**src/rtl/fifo_pkg.sv**
```systemverilog
// Shared constants and drain-FSM encoding for the push/pop FIFO family.
package fifo_pkg;
  localparam int MSBD_DEF = 3;
  localparam int LAST_DEF = 15;
  localparam int MSBA_DEF = 3;

  typedef enum logic [1:0] {
    IDLE  = 2'd0,
    DRAIN = 2'd1,
    FLUSH = 2'd2,
    DONE  = 2'd3
  } drain_state_e;
endpackage

```
**src/rtl/drain_skid.sv**
```systemverilog
// Two-entry skid buffer; head register drives the output stream.
module drain_skid #(
  parameter int MSBD = fifo_pkg::MSBD_DEF
) (
  input  logic          clock,
  input  logic          reset,
  input  logic          in_valid,
  input  logic [MSBD:0] in_data,
  input  logic          outReady,
  output logic [1:0]    occ,
  output logic          outValid,
  output logic [MSBD:0] outData
);
  logic [MSBD:0] head, tail;
  logic          deq;

  assign deq      = outValid & outReady;
  assign outValid = (occ != 2'd0);
  assign outData  = head;

  // Producer never fills past two entries, so occ==2 with in_valid only cannot occur.
  always_ff @(posedge clock or posedge reset) begin
    if (reset) begin
      occ  <= 2'd0;
      head <= '0;
      tail <= '0;
    end else begin
      case ({in_valid, deq})
        2'b10: begin
          if (occ == 2'd0) head <= in_data;
          else             tail <= in_data;
          occ <= occ + 2'd1;
        end
        2'b01: begin
          head <= tail;
          occ  <= occ - 2'd1;
        end
        2'b11: begin
          if (occ == 2'd1) head <= in_data;
          else begin
            head <= tail;
            tail <= in_data;
          end
        end
        default: ;
      endcase
    end
  end
endmodule

```
**src/rtl/fifo_drain.sv**
```systemverilog
// Read-side burst master: pops N entries from a push/pop FIFO into a skid-buffered stream.
module fifo_drain
  import fifo_pkg::*;
#(
  parameter int MSBD = fifo_pkg::MSBD_DEF,
  parameter int LAST = fifo_pkg::LAST_DEF,
  parameter int MSBA = fifo_pkg::MSBA_DEF
) (
  input  logic            clock,
  input  logic            reset,
  input  logic            start,
  input  logic [MSBA+1:0] burstLen,
  input  logic [MSBD:0]   fifoData,
  input  logic            fifoEmpty,
  input  logic            fifoFull,
  input  logic            pushSeen,
  output logic            pop,
  output logic [MSBD:0]   outData,
  output logic            outValid,
  input  logic            outReady,
  output logic            busy,
  output logic            done,
  output logic [MSBA+1:0] drained
);
  localparam int CW    = MSBA + 2;
  localparam int DEPTH = LAST + 1;

  if (DEPTH > (1 << (MSBA + 1))) begin : g_bad_cfg
    $error("fifo_drain: FIFO depth does not fit the address width");
  end

  drain_state_e  state;
  logic [CW-1:0] remaining;
  logic [CW-1:0] rem_next;
  logic [1:0]    occ;
  logic          honored, deq, skid_empty_next;

  // pop looks only at registered state and fifoEmpty; outReady never reaches it.
  assign pop = (state == DRAIN) & ~fifoEmpty & (occ < 2'd2) & (remaining != '0);

  // A simultaneous push wins inside the FIFO, so that pop is dropped and retried.
  assign honored  = pop & ~(pushSeen & ~fifoFull);
  assign deq      = outValid & outReady;
  assign rem_next = remaining - {{(CW-1){1'b0}}, honored};

  // FLUSH never pops, so the buffer empties this edge iff the last entry leaves now.
  assign skid_empty_next = (occ == 2'd0) | ((occ == 2'd1) & deq);

  drain_skid #(.MSBD(MSBD)) u_skid (
    .clock    (clock),
    .reset    (reset),
    .in_valid (honored),
    .in_data  (fifoData),
    .outReady (outReady),
    .occ      (occ),
    .outValid (outValid),
    .outData  (outData)
  );

  always_ff @(posedge clock or posedge reset) begin
    if (reset) begin
      state     <= IDLE;
      remaining <= '0;
      drained   <= '0;
      busy      <= 1'b0;
      done      <= 1'b0;
    end else begin
      done <= 1'b0;
      if (deq && drained != '1) drained <= drained + 1'b1;
      if (honored) remaining <= rem_next;
      case (state)
        IDLE: begin
          if (start) begin
            remaining <= burstLen;
            drained   <= '0;
            busy      <= 1'b1;
            if (burstLen != '0) state <= DRAIN;
            else begin
              state <= DONE;
              done  <= 1'b1;
            end
          end
        end
        DRAIN: begin
          if (rem_next == '0) state <= FLUSH;
        end
        FLUSH: begin
          if (skid_empty_next) begin
            state <= DONE;
            done  <= 1'b1;
          end
        end
        DONE: begin
          state <= IDLE;
          busy  <= 1'b0;
        end
        default: state <= IDLE;
      endcase
    end
  end
endmodule

```
**config.mk**
```make
export PLATFORM = sky130hd
export DESIGN_NAME = fifo_drain
export DESIGN_NICKNAME = d
export VERILOG_FILES = /design/src/rtl/fifo_pkg.sv /design/src/rtl/drain_skid.sv /design/src/rtl/fifo_drain.sv
export SDC_FILE = /design/constraint.sdc
export NUM_CORES = 1
export LEC_CHECK = 0
export ABC_AREA = 1
export CAP_MARGIN = 10
export CORE_MARGIN = 2
export CORE_UTILIZATION = 40
export CTS_CLUSTER_DIAMETER = 100
export DETAILED_ROUTE_END_ITERATION = 10
export HOLD_SLACK_MARGIN = 0.08
export SYNTH_ARGS = -nofsm -noshare
export SYNTH_HDL_FRONTEND = slang
export SYNTH_HIERARCHICAL = 1
export SYNTH_SLANG_ARGS = --single-unit
```
**constraint.sdc**
```tcl
create_clock -name clock -period 7.1 [get_ports clock]
set_clock_uncertainty 0.2 [all_clocks]
set_input_delay 1.42 -clock clock [delete_from_list [all_inputs] [get_ports clock]]
set_output_delay 1.42 -clock clock [all_outputs]
set_load 0.05 [all_outputs]
```
==> reports/metrics.cfg, run 1 <==
[logic_synthesis]
syn_nets = 226
synthArstFlopShare_pct = 100
syn_area_um2 = 1510
yosysWarnings = 6
synth_edf_count = 0
ys_ff_latch = 24
synth_ff_type = dfrtp_1
syn_inst = 199
yosysUniqueCellTypes = 25
synth_seq_area_share_pct = 39.7
avgSynthCellArea_um2 = 7.61

[routing]
drtAntennaViolNets = 0
drt_iter0_drc = 49
drcViolationCount = 0
routedWlPerCell_um = 11.1
wirelength_um = 3090
vias_per_cell = 4.64
detailedRoute.firstPassIterationCount = 4
vias = 1284

[timing]
rsz0062_at_grt = no
fmax_mhz = 215
fin_ws_ns = 2.44
final-max-slew-violation-count = 0
worst_slew_pin_slew_ns = 0.557
post-route-period-util_pct = 65.6
timing.slew.headroom_pct = 62.8
setup_violations = 0
period_needed_ns = 4.66
hold_viol = 0
fin_setup_tns_ns = 0

[cells_and_area]
area_growth_syn_to_layout_pct = 24.5
layout_commonest_cell = nand2_1
drive_gt1_share_pct = 7.86
final_util_pct = 51.5
nets = 258
design_area_um2 = 1880
diodes = 0
layout_common_cells = nand2_1, inv_1, clkdlybuf4s50_1

[clocking]
htreeDepth = 1
cts_tree = built
cts_buffers = 3
post_cts_resized = 0
clock_latency_ns = 0.26
post_cts_buffers = 0
clkTransAtPathRegs_ns = 0.08
cts_num_sinks = 24
cts.path.max_buffers = 2
root_buffer = clkbuf_8
ctsHoldBuffers = 0

[floorplanning]
rows = 22
die_h_um = 65.5
start_util_pct = 41.4
io_pins = 29
die_area_um2 = 4290
fp.dieW_um = 65.5
core_um2 = 3660

[power_and_ir_drop]
p_leak_nw = 0.936
p_int_uw = 406
clock_power_share_pct = 9.9
p_seq_share_pct = 31.6
vdd.ir_drop.worst_mv = 0.233
p_sw_uw = 387
power_density_nw_per_um2 = 421
combPwrFrac_pct = 58.5
netSwitchingFraction_pct = 48.8

[placement]
dpl_worst_slack_ns = 2.41
dpl_cell_area_um2 = 1840
routabilityCongestion = 0.790
io_buffers = 28
hpwl_um = 2450

[critical_path]
start_kind = primary input
worstPathRequired_ns = 5.48
cp_max_fo = 2
path_class = in2out
worst_ep_arrival_time_ns = 3.04
end_kind = output pin
rr_worst_depth = 16

[grt]
grt_pass1_vias = 1260
grt_max_degree = 15
grt_pass1_wl_um = 5470
gr-usage-all-layers_pct = 16.3
antenna_found_initial = 0
grt.overflow.total = 0

[hold_path]
min_path_cells = 2
hp-class = reg2reg

[outcome]
status = complete, no violations

[flow_run]
drv_cap = 0

## cell type report
class / count / area, um^2
clock buffer: 3 / 41.3
fill: 368 / 1780
inverter: 34 / 130
multi-input combinational: 140 / 772
sequential: 24 / 601
tap: 48 / 60.1
timing repair buffer: 28 / 280
## Yosys cell counts (all sizes together), types with 2 or more instances
| master | instances | share of area [%] |
|---|---|---|
| nand3 | 22 | 8.1 |
| a21oi | 7 | 3.6 |
| inv | 32 | 8.1 |
| o21ai | 13 | 4.3 |
| clkinv | 2 | 0.50 |
| ha | 11 | 9.1 |
| nand2 | 62 | 16 |
| nor3 | 2 | 0.66 |
| nor2 | 15 | 4.2 |
| dfrtp | 24 | 40 |
## flip-flops by register name, summed over array words and instances (netlist names)
name,count
state,2
busy,1
u_skid/tail,4
done,1
drained,5
remaining,5
u_skid/outData,4
u_skid/occ,2
## through the flow
step,total power [mW],std cells,hold WS [ns]
after floorplan,0.598,199,0.254
final,0.793,277,0.307
after global placement,0.718,274,0.272
after global routing,0.870,277,0.344
after CTS,0.802,277,0.308
after detailed placement,0.720,274,0.285
## per-layer routing
| metal | GRT usage (%) | wire length, um | vias up |
|---|---|---|---|
| met1 | 23.5 | 1620 | 565 |
| met2 | 25.0 | 1350 | 18 |
| li1 | - | - | 699 |
| met3 | 2.40 | 101 | 2 |
| met4 | 5.73 | 20 | 0 |
| met5 | 0 | 0 | - |
## cell families (layout without fill, tap and decap cells)
| group | Yosys count | count (layout) | share of synthesized area [%] |
|---|---|---|---|
| buf+inv | 35 | 65 | 9.34 |
| compound gates | 24 | 24 | 9.67 |
| flops | 24 | 24 | 39.7 |
| fa+ha+maj | 11 | 11 | 9.09 |
| simple gates | 105 | 105 | 32.2 |
## worst paths after layout
| path | to | slack (ns) | from |
|---|---|---|---|
| worst max-delay path | pop | 2.44 | fifoEmpty |
| worst min-delay path | u_skid/tail[2] | 0.31 | u_skid/tail[2] |
| worst max register to register | state[1] | 4.44 | state[1] |
| worst min register to register | u_skid/tail[2] | 0.31 | u_skid/tail[2] |
| max in group asynchronous | remaining[1] | 5.00 | reset |
| min in group asynchronous | u_skid/occ[1] | 1.27 | reset |
## worst max-delay path, cell delays in order
cell	delay (ns)
clkdlybuf4s50_1	0.45
nor3b_4	0.25
nand2_1	0.08
inv_1	0.05
clkdlybuf4s50_1	0.79
## power by group through the flow
stage               Sequential (mW)  Clock, mW  Combinational, mW
finish                        0.251     0.0785              0.464
global route                  0.261     0.0889              0.521
CTS                           0.252     0.0824              0.468
detailed placement            0.254          0              0.466
global placement              0.254          0              0.465
floorplan                     0.337          0              0.261
No activity file was read; power rests on OpenSTA's default activity.
==> run 2, diff against run 1 <==
--- a/config.mk
+++ b/config.mk
@@ -12,6 +12,7 @@
 export CTS_CLUSTER_DIAMETER = 100
 export DETAILED_ROUTE_END_ITERATION = 10
 export HOLD_SLACK_MARGIN = 0.08
+export PLACE_DENSITY = 0.67
 export SYNTH_ARGS = -nofsm -noshare
 export SYNTH_HDL_FRONTEND = slang
 export SYNTH_HIERARCHICAL = 1
==> constraint.sdc (replaced) <==
create_clock -name clock -period 3.85 [get_ports clock]
set_clock_uncertainty 0.2 [all_clocks]
set_input_delay 0.77 -clock clock [delete_from_list [all_inputs] [get_ports clock]]
set_output_delay 0.77 -clock clock [all_outputs]
set_load 0.05 [all_outputs]
==> run 2 against run 1 <==
Hold slack worse by 0.0042 ns. Final area stayed put. Power is 85% higher. Worst setup slack worse by 2.0 ns. Non-clock buffer count stayed put. Critical path depth stayed put. Cell count stayed put.
==> reports/metrics.cfg, run 2 (synthesis results as in run 1) <==
[grt]
grt_max_degree = 15  ; unchanged
gr-usage-all-layers_pct = 16.6  ; +0.22 points
grt_pass1_vias = 1266  ; +0.48%
grt.overflow.total = 0  ; unchanged
grt_pass1_wl_um = 5490  ; +0.26%
antenna_found_initial = 0  ; unchanged

[power_and_ir_drop]
p_sw_uw = 721  ; +86%
power_density_nw_per_um2 = 780  ; +85%
clock_power_share_pct = 10.2  ; +0.3 points
p_leak_nw = 0.936  ; unchanged
vdd.ir_drop.worst_mv = 0.404  ; +73%
netSwitchingFraction_pct = 49.1  ; +0.21 points
p_seq_share_pct = 31.7  ; about the same
combPwrFrac_pct = 58.0  ; -0.5 points
p_int_uw = 749  ; +85%

[clocking]
post_cts_resized = 0  ; unchanged
cts_tree = built
clock_latency_ns = 0.27  ; about the same
root_buffer = clkbuf_8
cts_buffers = 3  ; unchanged
clkTransAtPathRegs_ns = 0.08  ; about the same
post_cts_buffers = 0  ; unchanged
cts.path.max_buffers = 2  ; unchanged
cts_num_sinks = 24  ; unchanged
htreeDepth = 1  ; unchanged
ctsHoldBuffers = 0  ; unchanged

[routing]
routedWlPerCell_um = 11.0  ; -1.3%
drt_iter0_drc = 64  ; +31%
vias = 1287  ; +0.23%
detailedRoute.firstPassIterationCount = 4  ; unchanged
vias_per_cell = 4.65  ; +0.23%
wirelength_um = 3050  ; -1.3%
drtAntennaViolNets = 0  ; unchanged
drcViolationCount = 0  ; unchanged

[critical_path]
cp_max_fo = 2  ; unchanged
worstPathRequired_ns = 2.88  ; -2.60 ns
end_kind = output pin
start_kind = primary input
r2r-start = state[1]
path_common_cell = clkdlybuf4s50_1
worst_ep_arrival_time_ns = 2.40  ; -0.64 ns
cp_slowest_stage_delay_ns = 0.79  ; about the same
critPathBufInv = 3  ; unchanged
crit_family = buffers and inverters
crit_start = fifoEmpty
crit_slowest_cell = clkdlybuf4s50_1
path_cells = clkdlybuf4s50_1 > nor3b_4 > nand2_1 > inv_1 > clkdlybuf4s50_1
path_class = in2out

[placement]
routabilityCongestion = 0.839  ; +6.3%
io_buffers = 28  ; unchanged
hpwl_um = 2380  ; -3.0%
dpl_cell_area_um2 = 1840  ; unchanged

[timing]
fmax_mhz = 297
rsz0062_at_grt = no
final-max-slew-violation-count = 0  ; unchanged
fin_setup_tns_ns = 0  ; unchanged
worst_slew_pin_slew_ns = 0.579  ; +0.0219 ns
hold_viol = 0  ; unchanged
timing.slew.headroom_pct = 61.3  ; -1.5 points
period_needed_ns = 3.37
post-route-period-util_pct = 87.5
setup_violations = 0  ; unchanged

[hold_path]
hp-class = reg2reg
hp-start = busy

[cells_and_area]
diodes = 0  ; unchanged
design_area_um2 = 1880  ; unchanged
area_growth_syn_to_layout_pct = 24.5  ; unchanged
layout_common_cells = nand2_1, inv_1, clkdlybuf4s50_1
layout_commonest_cell = nand2_1
reg.largest.list = drained (5), remaining (5)
drive_gt1_share_pct = 7.86  ; unchanged
nets = 258  ; unchanged

[floorplanning]
die_h_um = 65.5  ; unchanged
core_um2 = 3660  ; unchanged
die_area_um2 = 4290  ; unchanged
io_pins = 29  ; unchanged
rows = 22  ; unchanged
fp.dieW_um = 65.5  ; unchanged
start_util_pct = 41.4  ; unchanged

[outcome]
status = complete, no violations

[flow_run]
drv_cap = 0  ; unchanged

run 2: cell counts in the layout (fill, tap and decap cells not counted):
Identical to the previous run, type by type.
run 2: per-layer routing:
layer  track usage [%]  wire (um)
met1              23.1       1560
met2              25.4       1340
met3              2.23         71
met4              7.81         71
met5                 0          0
run 2: area by class of cell:
class | instances | area (um^2)
Sequential cell | 24 | 601
Clock buffer | 3 | 41.3
Inverter | 34 | 130
Multi-Input combinational cell | 140 | 772
Tap cell | 48 | 60.1
Timing Repair Buffer | 28 | 280
Fill cell | 365 | 1780
run 2: tightest hold or removal path, delay by kind of cell (launching register included):
family	cells	cell delay, ns
compound gates	1	0.08
flops	1	0.34
buf+inv	1	0.05
run 2: power by group through the flow:
stage	Clock [mW]	Sequential [mW]	Combinational [mW]
6_report	0.150	0.466	0.853
5_1_grt	0.166	0.483	0.970
4_1_cts	0.157	0.465	0.859
3_5_place_dp	0	0.470	0.856
3_3_place_gp	0	0.469	0.850
2_1_floorplan	0	0.621	0.480
run 2: worst paths after layout:
path                       slack [ns]  cells after the start            end
setup reg to reg                 1.25                     16       state[1]
hold reg to reg                  0.30                      2           busy
setup / recovery                 0.48                      5            pop
min in group asynchronous        0.61                      2  u_skid/occ[1]
hold / removal                   0.30                      2           busy
max in group asynchronous        2.39                      2   remaining[1]
run 2: through the flow:
stage	instances	util (%)	hold WS, ns	setup slack [ns]	power [mW]
after global routing	277	51.5	0.333	0.399	1.62
after CTS	277	51.5	0.304	0.468	1.48
after floorplan	199	-	0.254	1.38	1.10
after detailed placement	274	50.3	0.284	0.468	1.33
final	277	51.5	0.303	0.483	1.47
after global placement	274	50.3	0.282	0.470	1.32
==> run 3, diff against run 2 <==
--- a/config.mk
+++ b/config.mk
@@ -12,7 +12,9 @@
 export CTS_CLUSTER_DIAMETER = 100
 export DETAILED_ROUTE_END_ITERATION = 10
 export HOLD_SLACK_MARGIN = 0.08
+export MAX_ROUTING_LAYER = met4
 export PLACE_DENSITY = 0.67
+export RECOVER_POWER = 50
 export SYNTH_ARGS = -nofsm -noshare
 export SYNTH_HDL_FRONTEND = slang
 export SYNTH_HIERARCHICAL = 1
==> run 3 against run 2 <==
First-iteration DRC count up 27%. Die area unchanged. Power down 0.22%. Core utilization down 0.14 points. Sequential cell count unchanged. Final area down 0.27%. Sequential share of layout area up 0.085 points. Clock-buffer cell count unchanged. Register-to-register slack about the same. Combinational power about the same. Maximum frequency about the same. Critical path type unchanged. Largest cell class unchanged. Highest routed layer unchanged.
==> reports/metrics.cfg, run 3 (synthesis results as in run 1) <==
[clocking]
cts.path.max_buffers = 2  ; unchanged
clkTransAtPathRegs_ns = 0.08  ; about the same
root_buffer = clkbuf_8
cts_num_sinks = 24  ; unchanged
ctsHoldBuffers = 0  ; unchanged
post_cts_resized = 0  ; unchanged
cts_tree = built
post_cts_buffers = 0  ; unchanged
htreeDepth = 1  ; unchanged
cts_buffers = 3  ; unchanged
clock_latency_ns = 0.27  ; about the same

[critical_path]
path_class = in2out
start_kind = primary input
cp_slowest_stage_delay_ns = 0.79  ; about the same
critPathBufInv = 3  ; unchanged
path_common_cell = clkdlybuf4s50_1
end_kind = output pin
crit_slowest_cell = clkdlybuf4s50_1
worstPathRequired_ns = 2.88  ; about the same
worst_ep_arrival_time_ns = 2.40  ; about the same
path_cells = clkdlybuf4s50_1 > nor3b_4 > nand2_1 > inv_1 > clkdlybuf4s50_1
cp_max_fo = 2  ; unchanged
crit_family = buffers and inverters

[timing]
final-max-slew-violation-count = 0  ; unchanged
setup_violations = 0  ; unchanged
timing.slew.headroom_pct = 61.3  ; about the same
period_needed_ns = 3.37  ; +0.000858 ns
hold_viol = 0  ; unchanged
worst_slew_pin_slew_ns = 0.579  ; +0.000176 ns
fmax_mhz = 297  ; about the same
fin_setup_tns_ns = 0  ; unchanged
hold_slack_ns = 0.303  ; +0.0000160 ns
rsz0062_at_grt = no
post-route-period-util_pct = 87.5  ; about the same

[routing]
drcViolationCount = 0  ; unchanged
drtAntennaViolNets = 0  ; unchanged
vias_per_cell = 4.64  ; about the same
routedWlPerCell_um = 11.0  ; +0.20%
detailedRoute.firstPassIterationCount = 4  ; unchanged
wirelength_um = 3050  ; +0.20%
vias = 1286  ; -0.078%
drt_iter0_drc = 81  ; +27%

[cells_and_area]
layout_commonest_cell = nand2_1
area_growth_syn_to_layout_pct = 24.1
drive_gt1_share_pct = 6.99  ; -0.87 points
layout_common_cells = nand2_1, inv_1, clkdlybuf4s50_1
n_fill_cell = 364  ; -0.27%
reg.largest.list = drained (5), remaining (5)
diodes = 0  ; unchanged
nets = 258  ; unchanged
layout.cells.non_filler = 277  ; unchanged
design_area_um2 = 1880  ; -0.27%

[grt]
grt_pass1_vias = 1267  ; +0.079%
grt.overflow.total = 0  ; unchanged
grt_pass1_wl_um = 5480  ; -0.13%
antenna_found_initial = 0  ; unchanged
gr-usage-all-layers_pct = 17.0  ; +0.45 points
grt_max_degree = 15  ; unchanged

[placement]
dpl_cell_area_um2 = 1840  ; unchanged
hpwl_um = 2380  ; unchanged
routabilityCongestion = 0.852  ; +1.5%
io_buffers = 28  ; unchanged
dp_cells = 274  ; unchanged

[power_and_ir_drop]
netSwitchingFraction_pct = 49.1  ; about the same
p_seq_share_pct = 31.8  ; about the same
p_sw_uw = 720  ; -0.14%
power_density_nw_per_um2 = 780  ; about the same
p_leak_nw = 0.936  ; about the same
p_int_uw = 746  ; -0.30%
clock_power_share_pct = 10.3  ; about the same
combPwrFrac_pct = 58.0  ; about the same
vdd.ir_drop.worst_mv = 0.404  ; about the same

[floorplanning]
rows = 22  ; unchanged
die_area_um2 = 4290  ; unchanged
die_h_um = 65.5  ; unchanged
core_um2 = 3660  ; unchanged
start_util_pct = 41.4  ; unchanged
io_pins = 29  ; unchanged
fp.dieW_um = 65.5  ; unchanged

[flow_run]
drv_cap = 0  ; unchanged

[outcome]
status = complete, no violations

[hold_path]
hp-class = reg2reg

==> run 3: changes by cell type in the layout (fill, tap and decap cells not counted), sizes merged <==
cell,delta
clkdlybuf4s50,-2
dlygate4sd3,+2
==> run 3: power by group through the flow <==
stage | Combinational, mW | Sequential (mW) | Clock [mW]
after global routing | 0.966 | 0.483 | 0.166
final | 0.850 | 0.466 | 0.150
after detailed placement | 0.856 | 0.470 | 0
after floorplan | 0.480 | 0.621 | 0
after global placement | 0.850 | 0.469 | 0
after CTS | 0.859 | 0.465 | 0.157
==> run 3: worst paths after layout <==
| check | endpoint | slack [ns] | cells after the start | start |
|---|---|---|---|---|
| min in group asynchronous | u_skid/occ[1] | 0.74 | 2 | reset |
| worst min register to register | busy | 0.30 | 2 | busy |
| worst min-delay path | busy | 0.30 | 2 | busy |
| worst max-delay path | pop | 0.48 | 5 | fifoEmpty |
| worst max register to register | state[1] | 1.25 | 16 | state[1] |
| max in group asynchronous | busy | 2.26 | 2 | reset |
==> run 3: metal layers <==
layer / wire length [um] / vias up / GRT usage, % / part of all wire [%]
met2: 1340 / 20 / 25.4 / 44
met4: 69 / 0 / 7.81 / 2.3
met5: 0 / - / - / 0
met3: 88 / 5 / 2.05 / 2.9
li1: - / 690 / - / -
met1: 1550 / 571 / 23.2 / 51
==> run 3: per-stage QoR <==
stage,total power [mW],util [%],setup WS [ns]
6_report,1.47,51.3,0.482
5_1_grt,1.61,51.3,0.399
4_1_cts,1.48,51.5,0.468
3_5_place_dp,1.33,50.3,0.468
3_3_place_gp,1.32,50.3,0.470
2_1_floorplan,1.10,-,1.38
==> run 3: cell type report <==
cell class,count,area [um^2],area share [%]
Tap cell,48,60.1,3.20
Sequential cell,24,601,32.0
Clock buffer,3,41.3,2.20
Timing Repair Buffer,28,280,14.9
Multi-Input combinational cell,140,767,40.8
Inverter,34,130,6.92
==> run 3: worst register-to-register path: cells and delay by family, from the launching register on <==
kind                       cells  cell delay [ns]
DFF                            1             0.42
buffers and inverters          3             0.29
adders and majority gates      3             0.62
and+or+nand+nor               10             0.98
